==> src/rtl/vc_demux_2line.sv <==
// vc_demux_2line
// Demultiplexes a wormhole flit stream onto two virtual-channel lanes.
// The lane is chosen by in_vc on a packet's head flit and stays locked
// until the tail flit has been accepted. Each lane buffers up to two
// {tail, data} entries in its own FIFO, so a stalled lane never blocks
// the other one.
//
// Ports
//   clk, rst               single clock, synchronous active-high reset
//   in_data/in_vc/in_head  incoming flit payload, lane select, head flag
//   in_tail/in_valid       tail flag, flit present
//   in_ready               combinational accept for the current flit
//   outN_data/outN_tail    lane N flit at the FIFO read pointer
//   outN_valid/outN_ready  lane N handshake
//   err                    registered one-cycle protocol-error pulse
module vc_demux_2line #(
   parameter int WIDTH = 32
) (
   input  logic             clk,
   input  logic             rst,
   input  logic [WIDTH-1:0] in_data,
   input  logic             in_vc,
   input  logic             in_head,
   input  logic             in_tail,
   input  logic             in_valid,
   output logic             in_ready,
   output logic [WIDTH-1:0] out0_data,
   output logic             out0_tail,
   output logic             out0_valid,
   input  logic             out0_ready,
   output logic [WIDTH-1:0] out1_data,
   output logic             out1_tail,
   output logic             out1_valid,
   input  logic             out1_ready,
   output logic             err
);

   typedef enum logic [1:0] {
      IDLE  = 2'd0,
      LOCK0 = 2'd1,
      LOCK1 = 2'd2
   } state_t;

   state_t         state_r;
   state_t         state_nxt_s;
   logic [WIDTH:0] mem_r [2][2];   // [lane][slot] = {tail, data}
   logic [1:0]     cnt_r [2];
   logic           wr_r  [2];
   logic           rd_r  [2];
   logic           err_r;

   logic           target_s;
   logic           drop_s;
   logic           accept_s;
   logic           err_nxt_s;
   logic [1:0]     push_s;
   logic [1:0]     pop_s;

   // Lane FIFO heads drive the outputs straight from storage registers.
   assign out0_valid = (cnt_r[0] != 2'd0);
   assign out1_valid = (cnt_r[1] != 2'd0);
   assign out0_data  = mem_r[0][rd_r[0]][WIDTH-1:0];
   assign out0_tail  = mem_r[0][rd_r[0]][WIDTH];
   assign out1_data  = mem_r[1][rd_r[1]][WIDTH-1:0];
   assign out1_tail  = mem_r[1][rd_r[1]][WIDTH];
   assign err        = err_r;

   // Target lane, drop decision, input handshake and per-lane push/pop.
   always_comb begin
      target_s  = in_vc;
      push_s    = 2'b00;
      pop_s     = 2'b00;
      case (state_r)
         IDLE:    target_s = in_vc;
         LOCK0:   target_s = 1'b0;
         LOCK1:   target_s = 1'b1;
         default: target_s = in_vc;
      endcase
      // A body flit with no open packet is swallowed rather than stalled.
      drop_s = (state_r == IDLE) && !in_head;
      // Ready looks at the count before any pop: no pass-through when full.
      in_ready = drop_s || (cnt_r[target_s] < 2'd2);
      accept_s = in_valid && in_ready;
      if (accept_s && !drop_s) begin
         push_s[target_s] = 1'b1;
      end else begin
         push_s = 2'b00;
      end
      pop_s[0]  = out0_valid && out0_ready;
      pop_s[1]  = out1_valid && out1_ready;
      err_nxt_s = accept_s && (drop_s || ((state_r != IDLE) && in_head));
   end

   // Packet-lock next-state logic.
   always_comb begin
      state_nxt_s = state_r;
      case (state_r)
         IDLE: begin
            if (accept_s && !drop_s && !in_tail) begin
               state_nxt_s = in_vc ? LOCK1 : LOCK0;
            end else begin
               state_nxt_s = IDLE;
            end
         end
         LOCK0, LOCK1: begin
            if (accept_s && in_tail) begin
               state_nxt_s = IDLE;
            end else begin
               state_nxt_s = state_r;
            end
         end
         default: state_nxt_s = IDLE;
      endcase
   end

   // State register, error pulse and the two lane FIFOs.
   always_ff @(posedge clk) begin
      if (rst) begin
         state_r <= IDLE;
         err_r   <= 1'b0;
         for (int l = 0; l < 2; l++) begin
            cnt_r[l]    <= 2'd0;
            wr_r[l]     <= 1'b0;
            rd_r[l]     <= 1'b0;
            mem_r[l][0] <= '0;
            mem_r[l][1] <= '0;
         end
      end else begin
         state_r <= state_nxt_s;
         err_r   <= err_nxt_s;
         for (int l = 0; l < 2; l++) begin
            if (push_s[l]) begin
               mem_r[l][wr_r[l]] <= {in_tail, in_data};
               wr_r[l]           <= ~wr_r[l];
            end
            if (pop_s[l]) begin
               rd_r[l] <= ~rd_r[l];
            end
            case ({push_s[l], pop_s[l]})
               2'b10:   cnt_r[l] <= cnt_r[l] + 2'd1;
               2'b01:   cnt_r[l] <= cnt_r[l] - 2'd1;
               default: cnt_r[l] <= cnt_r[l];
            endcase
         end
      end
   end

endmodule

==> config.mk <==
export PLATFORM = sky130hd
export DESIGN_NAME = vc_demux_2line
export DESIGN_NICKNAME = d
export VERILOG_FILES = /design/src/rtl/vc_demux_2line.sv
export SDC_FILE = /design/constraint.sdc
export NUM_CORES = 1
export LEC_CHECK = 0
export ABC_AREA = 1
export CAP_MARGIN = 15
export CELL_PAD_IN_SITES_DETAIL_PLACEMENT = 1
export CELL_PAD_IN_SITES_GLOBAL_PLACEMENT = 2
export CORE_ASPECT_RATIO = 0.6
export CORE_UTILIZATION = 31
export CTS_CLUSTER_SIZE = 30
export DETAILED_ROUTE_END_ITERATION = 8
export PLACE_DENSITY_LB_ADDON = 0.1
export RECOVER_POWER = 50
export SYNTH_ARGS = -nofsm -noshare
export SYNTH_HDL_FRONTEND = slang
export SYNTH_SLANG_ARGS = --single-unit
==> constraint.sdc <==
create_clock -name clk -period 5.25 [get_ports clk]
set_input_delay 0.7875 -clock clk [delete_from_list [all_inputs] [get_ports clk]]
set_output_delay 0.7875 -clock clk [all_outputs]
set_load 0.005 [all_outputs]
==> metrics.md, run 1 <==
| Metric | Value |
|---|---|
| Status | `complete, but fails checks` |
| Failing checks | `capacitance limit, slew limit` |
| WL/cell | `19.4 um` |
| Cell Area, Synth | `6480 um^2` |
| First-pass GRT wire length | `26600 um` |
| DPL Wire Length | `10900 um` |
| Peak VDD IR | `0.000236 V` |
| Clock Latency Late Sink | `0.43 ns` |
| CP max-delay cell | `o21ai_1` |
| Die area | `21500 um^2` |
| Final TNS setup | `0 ns` |
| Post-synth top cells | `140 x edfxtp_1, 77 x nor2_1, 66 x mux2_2` |
| EDFF count, synth | `140` |
| Mapped Cells | `494` |
| # diodes | `0` |
| Resized Gates After CTS | `0` |
| I/O Pins | `110` |
| Slowest stage delay, CP | `1.60 ns` |
| CP max FO | `34` |
| Least-Margin Pin Slew | `2.05 ns` |
| RePlAce Congestion | `0.703` |
| Area Overhead vs Synth | `27.4%` |
| Sequential area share after synthesis | `0.658` |
| Vias in the first global route | `4435` |
| Clock sinks | `143` |
| Initial antenna violation count | `0` |
| Vias after detailed routing | `4131` |
| TritonCTS buffer count | `17` |
| Fraction of registers with async set/reset | `0` |
| Sequence of cells on the critical path | `dlygate4sd3_1 > inv_1 > nand2_1 > nand2_1 > nand2_2 > buf_4 > o21ai_1 > buf_4` |
| Synth area leaders | `edfxtp_1 65%, mux2_2 11%, nor2_1 4.5%` |
| Final hold vios | `0` |
| Die Y | `114 um` |
| Largest net degree at the start of global routing | `69` |
| # fillers | `2129` |
| Startpoint Class | `primary input` |
| H-tree lvl count | `4` |
| RSZ-0062 raised after global routing | `no` |
| Clock Path Buffers | `2` |
| Leakage power | `3.17 nW` |
| I/O Buffers | `109` |
| Drt first pass iters | `4` |
| Die width | `189 um` |
| Slew headroom | `-0.379` |
| Vias per inst | `4.66` |
| Clock share of power | `0.406` |
| Delay-heaviest family, CP | `compound AO/OA/AOI/OAI gates` |
| Skew final | `0.0184 ns` |
| Hold-fix buffers, CTS | `0` |
| Fmax | `0.244 GHz` |
| Setup violators final | `0` |
| Switching pwr | `0.000722 W` |
| Yosys top cell area share | `0.649` |
| Sw Share | `0.245` |
| Grt ovf | `0` |
| Max Cap Violations | `2` |
| Ratio of cells with drive above 1 in the final layout | `0.186` |
| CTS tree | `yes` |
| Syn_nets | `542` |
| Slew Viols, Final | `32` |
| Critical path arrival | `4.19 ns` |
| HP Class | `flip-flop to flip-flop` |
| Combinational Power Share | `0.137` |
| Drt initial violations | `169` |
| Final wirelength | `17200 um` |
| Syn Area/Cell | `13.1 um^2` |
| Tmin final | `4.09 ns` |
| Initial cell density of the core | `0.320` |
| WP data required | `5.35 ns` |
| Clock Tree Root | `clkbuf_16` |
| Post-DRT Antenna Nets | `0` |
| Floorplan core area | `20300 um^2` |
| Flop pwr share | `0.458` |
| Dominant cell type by area after synthesis | `edfxtp_1` |
| Crit path buffers/inverters | `4` |
| Dominant cell by count in the synthesized netlist | `edfxtp_1` |
| Flops & latches, synth | `143` |
| P_int | `0.00222 W` |
| Reg clk slew, reported paths | `0.06 ns` |
| Number of synthesis warnings | `0` |
| DP Area | `7840 um^2` |
| Worst Setup End Kind | `flip-flop` |
| Setup bufs post-CTS | `0` |
| Std-Cell Rows | `40` |
| Power density over the cells | `356 nW/um^2` |
| Fin area | `8260 um^2` |
| Nets | `648` |
| CP Class | `primary input to flip-flop` |
| Detailed-route DRC error count | `0` |
| Period utilization | `0.779` |
| Top_reg_cell synth | `edfxtp_1` |
| Yosys cell types | `24` |
| Tot GR Track Use | `0.171` |
-- cell families (layout without fill, tap and decap cells) --
kind of cell | Yosys count | in the layout | share of synthesized area
compound gates | 13 | 13 | 0.0104
fa+ha+maj | 8 | 8 | 0.0154
buf+inv | 85 | 204 | 0.0567
flops | 143 | 143 | 0.658
mux | 66 | 66 | 0.115
simple gates | 179 | 179 | 0.145
-- state kept, by name, summed over array words and instances (netlist names) --
| name | count |
|---|---|
| mem_r | 132 |
| cnt_r | 4 |
| rd_r | 2 |
| state_r | 2 |
| wr_r | 2 |
| err | 1 |
-- through the flow --
| step | cells | power, W | worst slack [ns] | hold slack (ns) | utilization |
|---|---|---|---|---|---|
| after floorplan | 494 | 0.00156 | 1.13 | 0.451 | - |
| after global placement | 854 | 0.00179 | 1.59 | 0.488 | 0.387 |
| after detailed placement | 854 | 0.00179 | 1.48 | 0.505 | 0.387 |
| after CTS | 886 | 0.00298 | 1.73 | 0.514 | 0.415 |
| after global routing | 886 | 0.00304 | 0.861 | 0.533 | 0.407 |
| final | 886 | 0.00294 | 1.16 | 0.510 | 0.407 |
-- path summary, 6_finish.rpt --
kind                                      to  slack, ns       start  cells past startpoint
worst max-delay path            mem_r[0][31]       1.16       in_vc                      8
worst max register to register  mem_r[0][31]       1.33  state_r[1]                      9
worst min-delay path              state_r[0]       0.51  state_r[0]                      2
worst min register to register    state_r[0]       0.51  state_r[0]                      2
-- per-layer routing --
metal  vias to the layer above  track usage  part of all wire
met5                         -            0                 0
met4                         0       0.0559             0.011
met3                        16       0.0409             0.053
met2                       104        0.247              0.42
met1                      2069        0.251              0.51
li1                       1942            -                 -
-- layout by cell type, fill, tap and decap left out, drive strengths merged --
cell / Yosys / layout
o31ai: 1 / 1
nor3: 66 / 66
clkdlybuf4s50: 0 / 104
edfxtp: 140 / 140
ha: 8 / 8
clkbuf: 6 / 17
inv: 57 / 59
dlygate4sd3: 0 / 5
nand3: 9 / 9
nand3b: 2 / 2
a21oi: 3 / 3
clkinvlp: 0 / 1
dfxtp: 3 / 3
nor2: 78 / 78
nand2: 23 / 23
or2: 1 / 1
buf: 22 / 6
mux2: 66 / 66
clkinv: 0 / 10
bufinv: 0 / 2
o21ai: 9 / 9
-- power by group through the flow --
stage / Combinational (W) / Clock (W) / Sequential (W)
2_1_floorplan: 0.000210 / 0 / 0.00135
3_3_place_gp: 0.000416 / 0 / 0.00137
6_report: 0.000402 / 0.00119 / 0.00135
5_1_grt: 0.000438 / 0.00125 / 0.00136
3_5_place_dp: 0.000420 / 0 / 0.00137
4_1_cts: 0.000424 / 0.00121 / 0.00135
-- area by class of cell --
type,instances,area (um^2),share of cell area
Clock inverter,15,145,0.0176
Inverter,57,216,0.0262
Timing Repair Buffer,115,1140,0.138
Multi-Input combinational cell,266,1730,0.209
Clock buffer,17,425,0.0515
Sequential cell,143,4260,0.516
Tap cell,273,342,0.0414
-- worst register-to-register path: stages (launching register included) --
cell	delay [ns]
dfxtp_1	0.36
inv_1	0.06
ha_1	0.34
inv_2	0.10
nand2_1	0.08
nand2_1	0.21
nand2_2	0.07
buf_4	0.28
o21ai_1	1.60
buf_4	0.49
Power figures use the tool's default switching activity.
==> inputs of run 2 (changes only) <==
==> constraint.sdc (replaced) <==
create_clock -name clk -period 4.05 [get_ports clk]
set_input_delay 0.6075 -clock clk [delete_from_list [all_inputs] [get_ports clk]]
set_output_delay 0.6075 -clock clk [all_outputs]
set_load 0.005 [all_outputs]
==> run 2 against run 1 <==
Against the previous run:
- global-route usage shrank 0.13 points
- count of clock-buffer cells in the layout grew 1
- critical path depth up 1
- design area increased by 0.68%
- wire length barely moved
- non-clock buffer count rose by 4
- the run still ends with capacitance limit, slew limit left
- die area is the same
- cell count rose by 0.45%
- worst setup slack lost 0.33 ns
- worst hold slack worse by 0.020 ns
==> metrics.md, run 2 (synthesis gave the netlist of run 1 again) <==
| Metric | Value |
|---|---|
| Initial cell density of the core | `0.320` |
| Drt first pass iters | `6` |
| WHS Path Cells | `2` |
| Least-Margin Pin Slew | `1.49 ns` |
| RR Endpoint | `mem_r[0][21]` |
| Tot GR Track Use | `0.170` |
| Critical R2R Launch | `state_r[1]` |
| First-pass GRT wire length | `26600 um` |
| Vias after detailed routing | `4194` |
| Setup violators final | `0` |
| Startpoint Class | `flip-flop` |
| Worst-case reg-to-reg path depth | `9` |
| CP max-delay cell | `o21ai_0` |
| Clock Path Buffers | `2` |
| Commonest non-fill, non-tap cell in the layout | `edfxtp_1` |
| Worst hold start | `state_r[0]` |
| Worst Setup End Kind | `flip-flop` |
| Nets | `652` |
| Detailed-route DRC error count | `0` |
| Floorplan core area | `20300 um^2` |
| Fin area | `8310 um^2` |
| Met2 GRT Util | `0.255` |
| Delay-heaviest family, CP | `compound AO/OA/AOI/OAI gates` |
| Met1 Use GR | `0.243` |
| Failing checks | `capacitance limit, slew limit` |
| Vias in the first global route | `4463` |
| Std-Cell Rows | `40` |
| Final hold vios | `0` |
| HP Class | `flip-flop to flip-flop` |
| Grt ovf | `0` |
| Peak VDD IR | `0.000291 V` |
| RSZ-0062 raised after global routing | `no` |
| Slowest stage delay, CP | `1.23 ns` |
| WL/cell | `19.3 um` |
| Drt initial violations | `340` |
| Critical path arrival | `3.33 ns` |
| Max Cap Violations | `1` |
| Die area | `21500 um^2` |
| I/O Pins | `110` |
| TritonCTS buffer count | `17` |
| Reg clk slew, reported paths | `0.06 ns` |
| Slew headroom | `-0.00461` |
| CTS tree | `yes` |
| WP data required | `4.16 ns` |
| Skew final | `0.00991 ns` |
| Clock sinks | `143` |
| Initial antenna violation count | `0` |
| Grt met3 use | `0.0403` |
| Fmax | `0.310 GHz` |
| Core Util, Final | `0.410` |
| Resized Gates After CTS | `0` |
| Die width | `189 um` |
| Sequence of cells on the critical path | `inv_1 > ha_1 > inv_1 > nand2_1 > nand3_1 > nand2_2 > nand3_1 > o21ai_0 > buf_12` |
| # diodes | `0` |
| Final wirelength | `17200 um` |
| Hold-fix buffers, CTS | `0` |
| Biggest regs | `mem_r: 132 flops, cnt_r: 4 flops` |
| RePlAce Congestion | `0.771` |
| DP Area | `7910 um^2` |
| Power density over the cells | `462 nW/um^2` |
| Leakage power | `3.16 nW` |
| Number of flip-flops in the largest register | `132` |
| Tmin final | `3.23 ns` |
| Period utilization | `0.796` |
| CP Class | `flip-flop to flip-flop` |
| Post-DRT Antenna Nets | `0` |
| Clock Latency Late Sink | `0.42 ns` |
| Power Total | `0.00384 W` |
| Final TNS setup | `0 ns` |
| Die Y | `114 um` |
| Worst Hold Path EP | `state_r[0]` |
| Setup bufs post-CTS | `0` |
| Largest net degree at the start of global routing | `69` |
| I/O Buffers | `109` |
| Clock Tree Root | `clkbuf_16` |
| DPL Wire Length | `10700 um` |
| Largest Register | `mem_r` |
| # fillers | `2136` |
| Most frequent cells in the layout | `140 x edfxtp_1, 105 x clkdlybuf4s50_1, 78 x nor2_1` |
| Area Overhead vs Synth | `28.3%` |
| Ratio of cells with drive above 1 in the final layout | `0.182` |
| CP max FO | `26` |
| Vias per inst | `4.71` |
| H-tree lvl count | `4` |
| Status | `complete, but fails checks` |
| Crit path buffers/inverters | `3` |
| Gr busiest metal | `met2` |
| Slew Viols, Final | `1` |
| Worst reg-to-reg setup slack | `0.82 ns` |
-- run 2: worst max path at each step --
stage	endpoint	depth (start not counted)	start	slack [ns]
floorplan	mem_r[0][0]	7	state_r[0]	0.02
detailed placement	cnt_r[1][1]	13	in_vc	0.95
global placement	cnt_r[1][1]	13	in_vc	1.11
global route	mem_r[0][21]	9	state_r[0]	0.63
finish	mem_r[0][21]	9	state_r[1]	0.82
CTS	out1_data[17]	3	rd_r[0][1]	0.91
-- run 2: layout make-up --
| cell class | count | area, um^2 | share of cell area |
|---|---|---|---|
| inverters | 57 | 214 | 0.0257 |
| clock buffers | 18 | 429 | 0.0516 |
| clock inverters | 14 | 148 | 0.0178 |
| repair buffers | 119 | 1190 | 0.143 |
| multi-input cells | 266 | 1730 | 0.208 |
| well taps | 273 | 342 | 0.0411 |
| flip-flops and latches | 143 | 4260 | 0.513 |
-- run 2: per-stage QoR --
step / setup slack (ns) / hold slack, ns / instances
floorplan: 0.0239 / 0.451 / 494
global placement: 1.11 / 0.480 / 858
detailed placement: 0.954 / 0.480 / 858
CTS: 0.906 / 0.490 / 890
global route: 0.634 / 0.524 / 890
finish: 0.825 / 0.490 / 890
-- run 2: per-layer routing --
metal / wire length (um) / up-vias
met5: 0 / -
met4: 133 / 0
met3: 691 / 13
met2: 7310 / 98
met1: 9020 / 2138
li1: - / 1945
-- run 2: power by group --
group	switching, W	total (W)	internal [W]
sequential	0.0000318	0.00174	0.00170
combinational	0.000263	0.000542	0.000280
clock	0.000606	0.00156	0.000955
-- run 2: worst register-to-register path, delay by kind of cell, from the launching register on --
family	cells	cell delay, ns
buffers and inverters	3	0.46
adder cells (fa/ha/maj)	1	0.36
AO/OA/AOI/OAI	1	1.23
AND/OR/NAND/NOR	4	0.50
flip-flops	1	0.35
